## config.mk

```make
export PLATFORM = sky130hd
export DESIGN_NAME = mem_port_arbiter
export DESIGN_NICKNAME = d
export VERILOG_FILES = /design/src/rtl/mem_arb_pkg.sv /design/src/rtl/mem_arb_grant.sv /design/src/rtl/mem_port_arbiter.sv
export SDC_FILE = /design/constraint.sdc
export NUM_CORES = 1
export LEC_CHECK = 0
export CAP_MARGIN = 20
export CORE_MARGIN = 2
export CORE_UTILIZATION = 37
export DETAILED_ROUTE_END_ITERATION = 8
export PLACE_DENSITY_LB_ADDON = 0.05
export SETUP_SLACK_MARGIN = 0.02
export SYNTH_ARGS = -nofsm -noshare
export SYNTH_HDL_FRONTEND = slang
export SYNTH_SLANG_ARGS = --single-unit
```

## constraint.sdc

```tcl
create_clock -name clk -period 2.7 [get_ports clk]
set_clock_uncertainty 0.15 [all_clocks]
set_input_delay 0.54 -clock clk [delete_from_list [all_inputs] [get_ports clk]]
set_output_delay 0.54 -clock clk [all_outputs]
set_load 0.01 [all_outputs]
```

## src/rtl/mem_arb_pkg.sv

```systemverilog
// Shared types and sizes for the fetch/data RAM port arbiter.
package mem_arb_pkg;

  localparam int unsigned ADDR_W_DEF = 10;
  localparam int unsigned DATA_W_DEF = 32;
  localparam int unsigned STREAK_W   = 3;

  typedef enum logic [1:0] {
    OWN_NONE = 2'd0,
    OWN_IF   = 2'd1,
    OWN_D_RD = 2'd2,
    OWN_D_WR = 2'd3
  } owner_e;

endpackage

```

## src/rtl/mem_arb_grant.sv

```systemverilog
// Combinational grant decision between fetch and data ports, plus the
// next value of the data-streak fairness counter.
module mem_arb_grant
  import mem_arb_pkg::*;
#(
  parameter int unsigned MAX_D_STREAK = 2
) (
  input  logic                i_en,
  input  logic                i_if_req,
  input  logic                i_d_req,
  input  logic [STREAK_W-1:0] i_streak,
  output logic                o_if_gnt_c,
  output logic                o_d_gnt_c,
  output logic [STREAK_W-1:0] o_streak_nxt_c
);

  logic w_d_wins;

  // Data wins a conflict only while fetch has not yet waited the full streak.
  assign w_d_wins = !i_if_req || (i_streak < STREAK_W'(MAX_D_STREAK));

  always_comb begin
    o_if_gnt_c = 1'b0;
    o_d_gnt_c  = 1'b0;
    if (i_en) begin
      if (i_d_req && w_d_wins) begin
        o_d_gnt_c = 1'b1;
      end else if (i_if_req) begin
        o_if_gnt_c = 1'b1;
      end
    end
  end

  always_comb begin
    o_streak_nxt_c = i_streak;
    if (!i_if_req || o_if_gnt_c) begin
      o_streak_nxt_c = '0;
    end else if (o_d_gnt_c) begin
      o_streak_nxt_c = i_streak + STREAK_W'(1);
    end
  end

endmodule

```

## src/rtl/mem_port_arbiter.sv

```systemverilog
// Shares one synchronous single-port RAM between fetch and load/store,
// steering the one-cycle-late read data back to the previous grant owner.
module mem_port_arbiter
  import mem_arb_pkg::*;
#(
  parameter int unsigned ADDR_W       = ADDR_W_DEF,
  parameter int unsigned DATA_W       = DATA_W_DEF,
  parameter int unsigned MAX_D_STREAK = 2
) (
  input  logic              clk,
  input  logic              rst_n,
  input  logic              if_req,
  input  logic [31:0]       if_addr,
  output logic              if_gnt,
  output logic              if_valid,
  output logic [DATA_W-1:0] if_rdata,
  input  logic              d_req,
  input  logic              d_we,
  input  logic [31:0]       d_addr,
  input  logic [DATA_W-1:0] d_wdata,
  output logic              d_gnt,
  output logic              d_valid,
  output logic [DATA_W-1:0] d_rdata,
  output logic              ram_we,
  output logic [ADDR_W-1:0] ram_addr,
  output logic [DATA_W-1:0] ram_din,
  input  logic [DATA_W-1:0] ram_dout
);

  logic [STREAK_W-1:0] r_streak;
  logic [STREAK_W-1:0] w_streak_nxt;
  owner_e              r_owner;
  owner_e              w_owner_nxt;
  logic [ADDR_W-1:0]   r_addr;
  logic [ADDR_W-1:0]   w_gnt_addr;
  logic [DATA_W-1:0]   r_if_hold;
  logic [DATA_W-1:0]   r_d_hold;
  logic                w_if_gnt;
  logic                w_d_gnt;
  logic                w_unused;

  mem_arb_grant #(
    .MAX_D_STREAK (MAX_D_STREAK)
  ) u_grant (
    .i_en           (rst_n),
    .i_if_req       (if_req),
    .i_d_req        (d_req),
    .i_streak       (r_streak),
    .o_if_gnt_c     (w_if_gnt),
    .o_d_gnt_c      (w_d_gnt),
    .o_streak_nxt_c (w_streak_nxt)
  );

  // Word address of the winner; upper byte-address bits alias by design.
  assign w_gnt_addr = w_d_gnt ? d_addr[ADDR_W+1:2] : if_addr[ADDR_W+1:2];
  assign w_unused   = ^{if_addr[31:ADDR_W+2], if_addr[1:0],
                        d_addr[31:ADDR_W+2], d_addr[1:0]};

  always_comb begin
    w_owner_nxt = OWN_NONE;
    if (w_d_gnt) begin
      w_owner_nxt = d_we ? OWN_D_WR : OWN_D_RD;
    end else if (w_if_gnt) begin
      w_owner_nxt = OWN_IF;
    end
  end

  always_ff @(posedge clk or negedge rst_n) begin
    if (!rst_n) begin
      r_streak  <= '0;
      r_owner   <= OWN_NONE;
      r_addr    <= '0;
      r_if_hold <= '0;
      r_d_hold  <= '0;
    end else begin
      r_streak <= w_streak_nxt;
      r_owner  <= w_owner_nxt;
      if (w_if_gnt || w_d_gnt) begin
        r_addr <= w_gnt_addr;
      end
      if (r_owner == OWN_IF) begin
        r_if_hold <= ram_dout;
      end
      if (r_owner == OWN_D_RD) begin
        r_d_hold <= ram_dout;
      end
    end
  end

  assign if_gnt   = w_if_gnt;
  assign d_gnt    = w_d_gnt;
  assign ram_we   = w_d_gnt & d_we;
  assign ram_din  = d_wdata;
  assign ram_addr = (w_if_gnt || w_d_gnt) ? w_gnt_addr : r_addr;

  assign if_valid = (r_owner == OWN_IF);
  assign d_valid  = (r_owner == OWN_D_RD) || (r_owner == OWN_D_WR);
  assign if_rdata = (r_owner == OWN_IF)   ? ram_dout : r_if_hold;
  assign d_rdata  = (r_owner == OWN_D_RD) ? ram_dout : r_d_hold;

endmodule

```

Yosys cells after proc, flatten, opt, wreduce, memory -nomap -nowiden:

Cells that the tools add are included.

* bitwise gates (word level): 1
* equal/unequal tests: 3
* muxes and demuxes: 14
* $lt $le $gt $ge: 1
* reductions and logical operators: 7
* $add $sub $neg: 1

Operators by type and width (count)
* $mux W32: 2
* $mux W10: 2
* $mux W1: 7
* $mux W3: 2
* $eq A2 B2 Y1 const B: 2
* $logic_or A1 B1 Y1: 4
* $add A3 B1 Y3 const B: 1
* $lt A3 B2 Y1 const B: 1
* $eq A2 B1 Y1 const B: 1
* $mux W2: 1
* $reduce_bool A2 Y1: 1
* $and A1 B1 Y1: 1
* $logic_and A1 B1 Y1: 1
* $logic_not A1 Y1: 1

* bits in registers: 79
* bits of input ports: 133
* logic and storage cells: 32

Logic depth before layout (Yosys ltp):

Gate-level depths: netlist of the first run.

* depth after elaboration: 7
* mapped depth: 4
* depth with buffers taken out: 4

Modules after synthesis:

From an unflattened synthesis of the first run, not the netlist that was laid out.

* cells, all modules: 237
* area total of the unflattened synthesis: 3657.3 µm²

Modules (own cells, without submodules)
* mem_port_arbiter: instances 1, sequential area each 1976.9 µm², area an instance 3542.1 µm², cells each 221
* mem_arb_grant: instances 1, sequential area each 0.0 µm², area an instance 115.1 µm², cells each 16

Least setup slack after synthesis of the first run:

Ideal clock, no wire load.

* path kind: input port to output port
* start: in d_req
* end: out ram_addr[0]
* cell stages on the path: 4
* data arrival time: 1.389 ns
* slack: 0.621 ns
* data required time: 2.010 ns
* cell sequence: inv_2 o311a_4 buf_6 a221o_1

* cells in the longest elaborated chain, start to end: 5

Ends and longest elaborated chain
* start, declared: RTL line mem_port_arbiter.sv:17 `input logic d_req,`
* $logic_and A1 B1 Y1: RTL line mem_arb_grant.sv:26 `if (i_d_req && w_d_wins) begin`
* $mux W1: RTL line mem_arb_grant.sv:26
* $mux W1: RTL line mem_arb_grant.sv:25 `if (i_en) begin`
* net if_gnt: RTL line mem_port_arbiter.sv:14 `output logic if_gnt,`
* $logic_or A1 B1 Y1: RTL line mem_port_arbiter.sv:94 `assign ram_addr = (w_if_gnt || w_d_gnt) ? w_gnt_addr : r_addr;`
* $mux W10
* end, declared: RTL line mem_port_arbiter.sv:25 `output logic [ADDR_W-1:0] ram_addr,`

The timed path passes the listed nets, and every way through them passes these cells.

Final worst setup path of the first run:

* start: reg r_owner[1]
* end: out d_rdata[21]

* cells in the longest elaborated chain, start to end: 2

Ends and longest elaborated chain
* start, declared: RTL line mem_port_arbiter.sv:32 `owner_e r_owner;`
* start signal, assigned: RTL line mem_port_arbiter.sv:77 `r_owner <= w_owner_nxt;`
* $eq A2 B2 Y1: RTL line mem_port_arbiter.sv:99 `assign d_rdata = (r_owner == OWN_D_RD) ? ram_dout : r_d_hold;`
* $mux W32
* end, declared: RTL line mem_port_arbiter.sv:23 `output logic [DATA_W-1:0] d_rdata,`

Every way passes these cells.

==> results of run 1 <==
-- cells by family after synthesis --
| kind of cell | after synthesis |
|---|---|
| and+or+nand+nor | 19 |
| muxes | 65 |
| adders and majority gates | 1 |
| AOI/OAI and AO/OA | 16 |
| DFF | 79 |
| buffers and inverters | 46 |
-- per-stage QoR --
| step | total power, W | instance area (sq um) | setup TNS [ns] | setup slack [ns] |
|---|---|---|---|---|
| after floorplan | 0.001956 | 3303 | 0 | 0.6206 |
| after global placement | 0.002547 | 4601 | -4.063 | -0.4231 |
| after detailed placement | 0.002559 | 4601 | -3.954 | -0.4078 |
| after CTS | 0.003270 | 4750 | -0.01779 | -0.007786 |
| after global routing | 0.003392 | 4838 | 0 | 0.007670 |
| final | 0.003197 | 4838 | 0 | 0.08107 |
-- layout make-up --
cell class	count	area (sq um)	area share (%)
sequential	79	1978	40.88
timing repair buffer	148	1523	31.47
multi-input combinational	101	1027	21.23
clock buffer	11	141.4	2.922
tap	108	135.1	2.793
clock inverter	4	22.52	0.4655
inverter	3	11.26	0.2327
-- flip-flops by register name, summed over array words and instances, names as in the netlist --
register	count
r_d_hold	32
r_owner	2
r_streak	3
r_if_hold	32
r_addr	10
-- where the power goes --
part | switching, W | internal (W)
clock network | 0.000399 | 0.000350
logic | 0.000412 | 0.000585
registers | 0.0000483 | 0.00140
total | 0.000860 | 0.00234
-- critical path: stages, from the launching register on --
cell and delay (ns):
dfrtp_2 0.44, nand2b_2 0.12, buf_12 0.18, mux2_2 0.36
clkdlybuf4s50_1 0.49
-- layer usage --
metal | GRT usage [%] | up-vias
li1 | - | 987
met5 | 0 | -
met4 | 4.847 | 0
met2 | 26.48 | 113
met3 | 9.574 | 23
met1 | 18.43 | 1042
-- worst max path at each step --
stage               start  slack [ns]      endpoint  depth (start not counted)
2_1_floorplan       d_req        0.62   ram_addr[0]                          4
3_3_place_gp        d_req       -0.42   ram_addr[4]                          5
6_report       r_owner[1]        0.08   d_rdata[21]                          4
4_1_cts        r_owner[1]      -0.008  if_rdata[13]                          4
5_1_grt        r_owner[1]       0.008   d_rdata[19]                          4
3_5_place_dp        d_req       -0.41   ram_addr[4]                          5
-- timing repair --
action,in CTS,in global routing
hold buffers,1,0
pin swaps,0,1
resized for setup,38,21
setup buffers,0,2
hold endpoints to repair,3,0
setup endpoints to repair,57,46
-- synthesized netlist by cell type --
| library cell | count |
|---|---|
| mux2i_1 | 1 |
| o21ai_1 | 1 |
| dfrtp_1 | 79 |
| nand4bb_1 | 1 |
| inv_1 | 2 |
| ha_1 | 1 |
| nand2b_1 | 1 |
| and2_1 | 13 |
| o311a_4 | 1 |
| o21ai_0 | 1 |
| clkbuf_1 | 2 |
| buf_6 | 1 |
| o22ai_1 | 2 |
| mux2_2 | 62 |
| a21o_1 | 1 |
| nand2_1 | 2 |
| mux2_1 | 2 |
| a221o_1 | 10 |
| nor2b_1 | 1 |
| buf_4 | 33 |
| and3_1 | 1 |
| buf_2 | 7 |
| inv_2 | 1 |
==> results.sh, run 1 <==
export IMPL_status="completed"
export IMPL_finalNonFillerCells=454
export IMPL_path_clk_slew_ns=0.08
export IMPL_dr_total_vias=2165
export IMPL_clockRootBuffer="clkbuf_8"
export IMPL_wl_mm=8.052
export IMPL_grt_pass1_vias=2292
export IMPL_fmax_ghz=0.3818
export IMPL_required_ns=2.01
export IMPL_ys_seq_area_share_pct=59.85
export IMPL_io_pins=244
export IMPL_die_x_um=98.49
export IMPL_drive_gt1_share_pct=27.75
export IMPL_rrSetupSlack_ns=1.17
export IMPL_routedWlPerCell_um=17.74
export IMPL_cts_max_level=3
export IMPL_r2r_start="r_streak[1]"
export IMPL_synth_simple_gate_area_share_pct=3.598
export IMPL_nFillCells=774
export IMPL_cts_tree="built"
export IMPL_drt_met1_wl_mm=3.056
export IMPL_maxCapViolCount=0
export IMPL_tightest_slew_ns=0.3236
export IMPL_worst_setup_path_type="flip-flop to output pin"
export IMPL_dp_hpwl_mm=5.904
export IMPL_fin_nets=476
export IMPL_drtPass1Iterations=4
export IMPL_synth_cell_types=23
export IMPL_period_share_pct=97.00
export IMPL_p_per_area_nw_per_um2=660.7
export IMPL_yosysTopAreaCellShare_pct=59.85
export IMPL_vias_per_cell=4.769
export IMPL_fp_dieH_um=98.49
export IMPL_gp_congestion=0.7284
export IMPL_path_max_fanout=21
export IMPL_clockBufferDepth=2
export IMPL_grt_ovfl_total=0
export IMPL_p_leak_nw=2.241
export IMPL_syn_area_sq_um=3303
export IMPL_wl_met2_mm=3.874
export IMPL_synth_top_family_by_area="multiplexers"
export IMPL_dr_wl_met3_um=967
export IMPL_ys_ff_latch=79
export IMPL_diodes=0
export IMPL_synthMuxAreaShare_pct=22.12
export IMPL_synth_compound_area_share_pct=4.583
export IMPL_synth_adder_area_share_pct=0.3788
export IMPL_hold_worst_slack_ns=0.03807
export IMPL_grt_pass1_wl_mm=12.43
export IMPL_hold_viol_final=0
export IMPL_end_kind="output pin"
export IMPL_drc_errors=0
export IMPL_coreArea_sq_um=8678
export IMPL_finalMaxSlewViolations=0
export IMPL_track_usage_pct=16.38
export IMPL_start_util_pct=38.06
export IMPL_yosys_top_cells_area="dfrtp_1 60%, mux2_2 21%, buf_4 7.5%"
export IMPL_relSlewSlack_pct=78.43
export IMPL_highest_layer="met4"
export IMPL_numCtsBuffers=9
export IMPL_arrival_ns=1.93
export IMPL_antenna_found_initial=0
export IMPL_clkSinkCount=79
export IMPL_die_area_sq_um=9699
export IMPL_yosys_warnings=0
export IMPL_final_common_cell="clkdlybuf4s50_1"
export IMPL_worstSkewPairLatency_ns=0.33
export IMPL_area_growth_pct=46.48
export IMPL_min_period_ns=2.619
export IMPL_rsz0062_at_grt="true"
export IMPL_synth_xor_area_share_pct=0
export IMPL_syn_instance_count=226
export IMPL_yosys_area_top_type="dfrtp_1"
export IMPL_synthesis_nets=360
export IMPL_ir_drop_uv=364.4
export IMPL_final_cell_mix="83 x clkdlybuf4s50_1, 78 x dfrtp_1, 62 x mux2_2"
export IMPL_critPathLaunchType="flip-flop"
export IMPL_min_path_type="input pin to asynchronous set/reset pin"
export IMPL_final_antenna_net_count=0
export IMPL_grt_max_degree=81
export IMPL_setup_violations=0
export IMPL_syn_avg_cell_area_sq_um=14.62
export IMPL_r2r_cells=2
export IMPL_fin_util_pct=55.75
export IMPL_worstReg2RegEnd="r_addr[4]"
export IMPL_drt_iter0_drc=47
export IMPL_dp_cells=435
export IMPL_placementRows=34
export IMPL_io_buffers=135
(Power assumes the default switching activity.)
==> inputs of run 2 (changes only) <==
- CORE_ASPECT_RATIO: not set -> 0.7
==> run 2 against run 1 <==
Via count up 1.6%. Design area up 4.9%. Clock power up 54%. Clock-buffer cell count down 1. Sequential cell count unchanged. Largest power group unchanged. Power up 14%. Utilization up 3.6 points. Maximum frequency up 0.12%. Combinational power about the same. Highest routed layer unchanged.
==> results.sh, run 2 (synthesis gave the netlist of run 1 again) <==
export IMPL_status="completed"
export IMPL_hold_viol_final=0
export IMPL_crit_buf_inv=2
export IMPL_dp_worst_setup_slack_ns=-0.4360
export IMPL_slowest_delay_ns=0.48
export IMPL_wl_met2_mm=3.665
export IMPL_maxCapViolCount=0
export IMPL_fmax_ghz=0.3823
export IMPL_area_growth_pct=53.60
export IMPL_diodes=0
export IMPL_placementRows=28
export IMPL_gp_congestion=0.7464
export IMPL_coreArea_sq_um=8548
export IMPL_drc_errors=0
export IMPL_cts_max_level=3
export IMPL_reg_top3="r_d_hold x32, r_if_hold x32, r_addr x10"
export IMPL_worst_setup_path_type="flip-flop to output pin"
export IMPL_die_area_sq_um=9711
export IMPL_finalNonFillerCells=476
export IMPL_required_ns=2.01
export IMPL_grt_pass1_vias=2372
export IMPL_grt_max_degree=62
export IMPL_fin_tns_setup_ns=0
export IMPL_cp_cell_sequence="nor2b_4 -> buf_12 -> mux2_2 -> clkdlybuf4s50_1"
export IMPL_p_per_area_nw_per_um2=716.0
export IMPL_io_pins=244
export IMPL_dr_total_vias=2199
export IMPL_period_share_pct=96.88
export IMPL_clkSinkCount=79
export IMPL_drive_gt1_share_pct=30.90
export IMPL_antenna_found_initial=0
export IMPL_ir_drop_uv=430.6
export IMPL_totalPowerFinal_w=0.003633
export IMPL_drt_met1_wl_mm=3.244
export IMPL_finalMaxSlewViolations=0
export IMPL_p_leak_nw=2.394
export IMPL_fp_dieH_um=83.05
export IMPL_cts_tree="built"
export IMPL_worst_path_max_delay_cell="clkdlybuf4s50_1"
export IMPL_tightest_slew_ns=0.7505
export IMPL_track_usage_pct=16.65
export IMPL_critPathLaunchType="flip-flop"
export IMPL_highest_layer="met4"
export IMPL_worst_slack_ns=0.08416
export IMPL_setup_violations=0
export IMPL_fin_nets=487
export IMPL_cp_top_family="buffers and inverters"
export IMPL_drt_iter0_drc=50
export IMPL_dr_wl_met3_um=805
export IMPL_relSlewSlack_pct=49.97
export IMPL_crit_path_start="r_owner[1]"
export IMPL_r2r_start="r_streak[1]"
export IMPL_min_path_type="input pin to asynchronous set/reset pin"
export IMPL_path_max_fanout=12
export IMPL_path_clk_slew_ns=0.06
export IMPL_worstSkewPairLatency_ns=0.32
export IMPL_final_cell_mix="85 x clkdlybuf4s50_1, 78 x dfrtp_1, 62 x mux2_2"
export IMPL_clockRootBuffer="clkbuf_16"
export IMPL_routedWlPerCell_um=16.63
export IMPL_vias_per_cell=4.620
export IMPL_arrival_ns=1.93
export IMPL_io_buffers=135
export IMPL_grt_ovfl_total=0
export IMPL_numCtsBuffers=9
export IMPL_final_common_cell="clkdlybuf4s50_1"
export IMPL_clockBufferDepth=2
export IMPL_wl_mm=7.914
export IMPL_dp_cells=448
export IMPL_rsz0062_at_grt="true"
export IMPL_start_util_pct=38.64
export IMPL_end_kind="output pin"
export IMPL_drtPass1Iterations=4
export IMPL_grt_pass1_wl_mm=12.53
export IMPL_fin_util_pct=59.35
export IMPL_final_antenna_net_count=0
export IMPL_die_x_um=116.9
export IMPL_min_period_ns=2.616
export IMPL_dp_hpwl_mm=5.724
-- run 2: cell count changes in the layout (fill, tap and decap cells not counted), moves of 2 or more --
cell,change
buf_4,+13
clkbuf_16,+9
clkbuf_8,-9
dlygate4sd2_1,-8
dlymetal6s2s_1,+6
clkdlybuf4s50_1,+2
-- run 2: routing by layer --
layer / GRT usage, % / vias to the layer above
li1: - / 1009
met1: 20.29 / 1056
met2: 26.01 / 98
met3: 7.226 / 36
met4: 6.417 / 0
met5: 0 / -
-- run 2: worst paths after layout --
| path | to | slack (ns) | cells past startpoint |
|---|---|---|---|
| max reg2reg | r_addr[5] | 1.03 | 3 |
| min | r_d_hold[22] | 0.09 | 2 |
| min in group clk | r_d_hold[28] | 0.34 | 1 |
| max in group asynchronous | r_owner[1] | 1.61 | 2 |
| max | if_rdata[0] | 0.08 | 4 |
| min reg2reg | r_d_hold[28] | 0.34 | 1 |
-- run 2: report_power, final --
part	internal, W	switching [W]	total, W
Clock	0.000726	0.000426	0.00115
Combinational	0.000609	0.000414	0.00102
Sequential	0.00141	0.0000525	0.00146
-- run 2: cell type report --
| class | count | area [sq um] |
|---|---|---|
| timing repair buffer | 159 | 1612 |
| clock inverter | 4 | 47.55 |
| multi-input combinational | 101 | 1036 |
| tap | 120 | 150.1 |
| fill | 747 | 3475 |
| sequential | 79 | 1978 |
| inverter | 3 | 11.26 |
| clock buffer | 10 | 239.0 |
-- run 2: repair_timing --
item	4_1_cts	5_1_grt
endpoints found under the setup margin	59	39
pin swaps	1	1
buffers inserted	3	11
gates resized for setup	30	29
hold endpoints to repair	0	0
hold buffers	0	0
-- run 2: worst reg2reg max path, cell delays in order (launching register included) --
cell,delay (ns)
dfrtp_1,0.44
o311a_4,0.45
a221o_1,0.39
buf_4,0.13
-- run 2: through the flow --
| step | hold slack, ns | area [sq um] |
|---|---|---|
| 2_1_floorplan | 0.09441 | 3303 |
| 3_3_place_gp | 0.3263 | 4623 |
| 3_5_place_dp | 0.3267 | 4623 |
| 4_1_cts | 0.08035 | 4927 |
| 5_1_grt | 0.1014 | 5074 |
| 6_report | 0.08737 | 5074 |
==> inputs of run 3 (changes only) <==
- SLEW_MARGIN: not set -> 20
==> results of run 3 <==
Same layout as run 2: the final DEF is identical, and so are final timing and power.
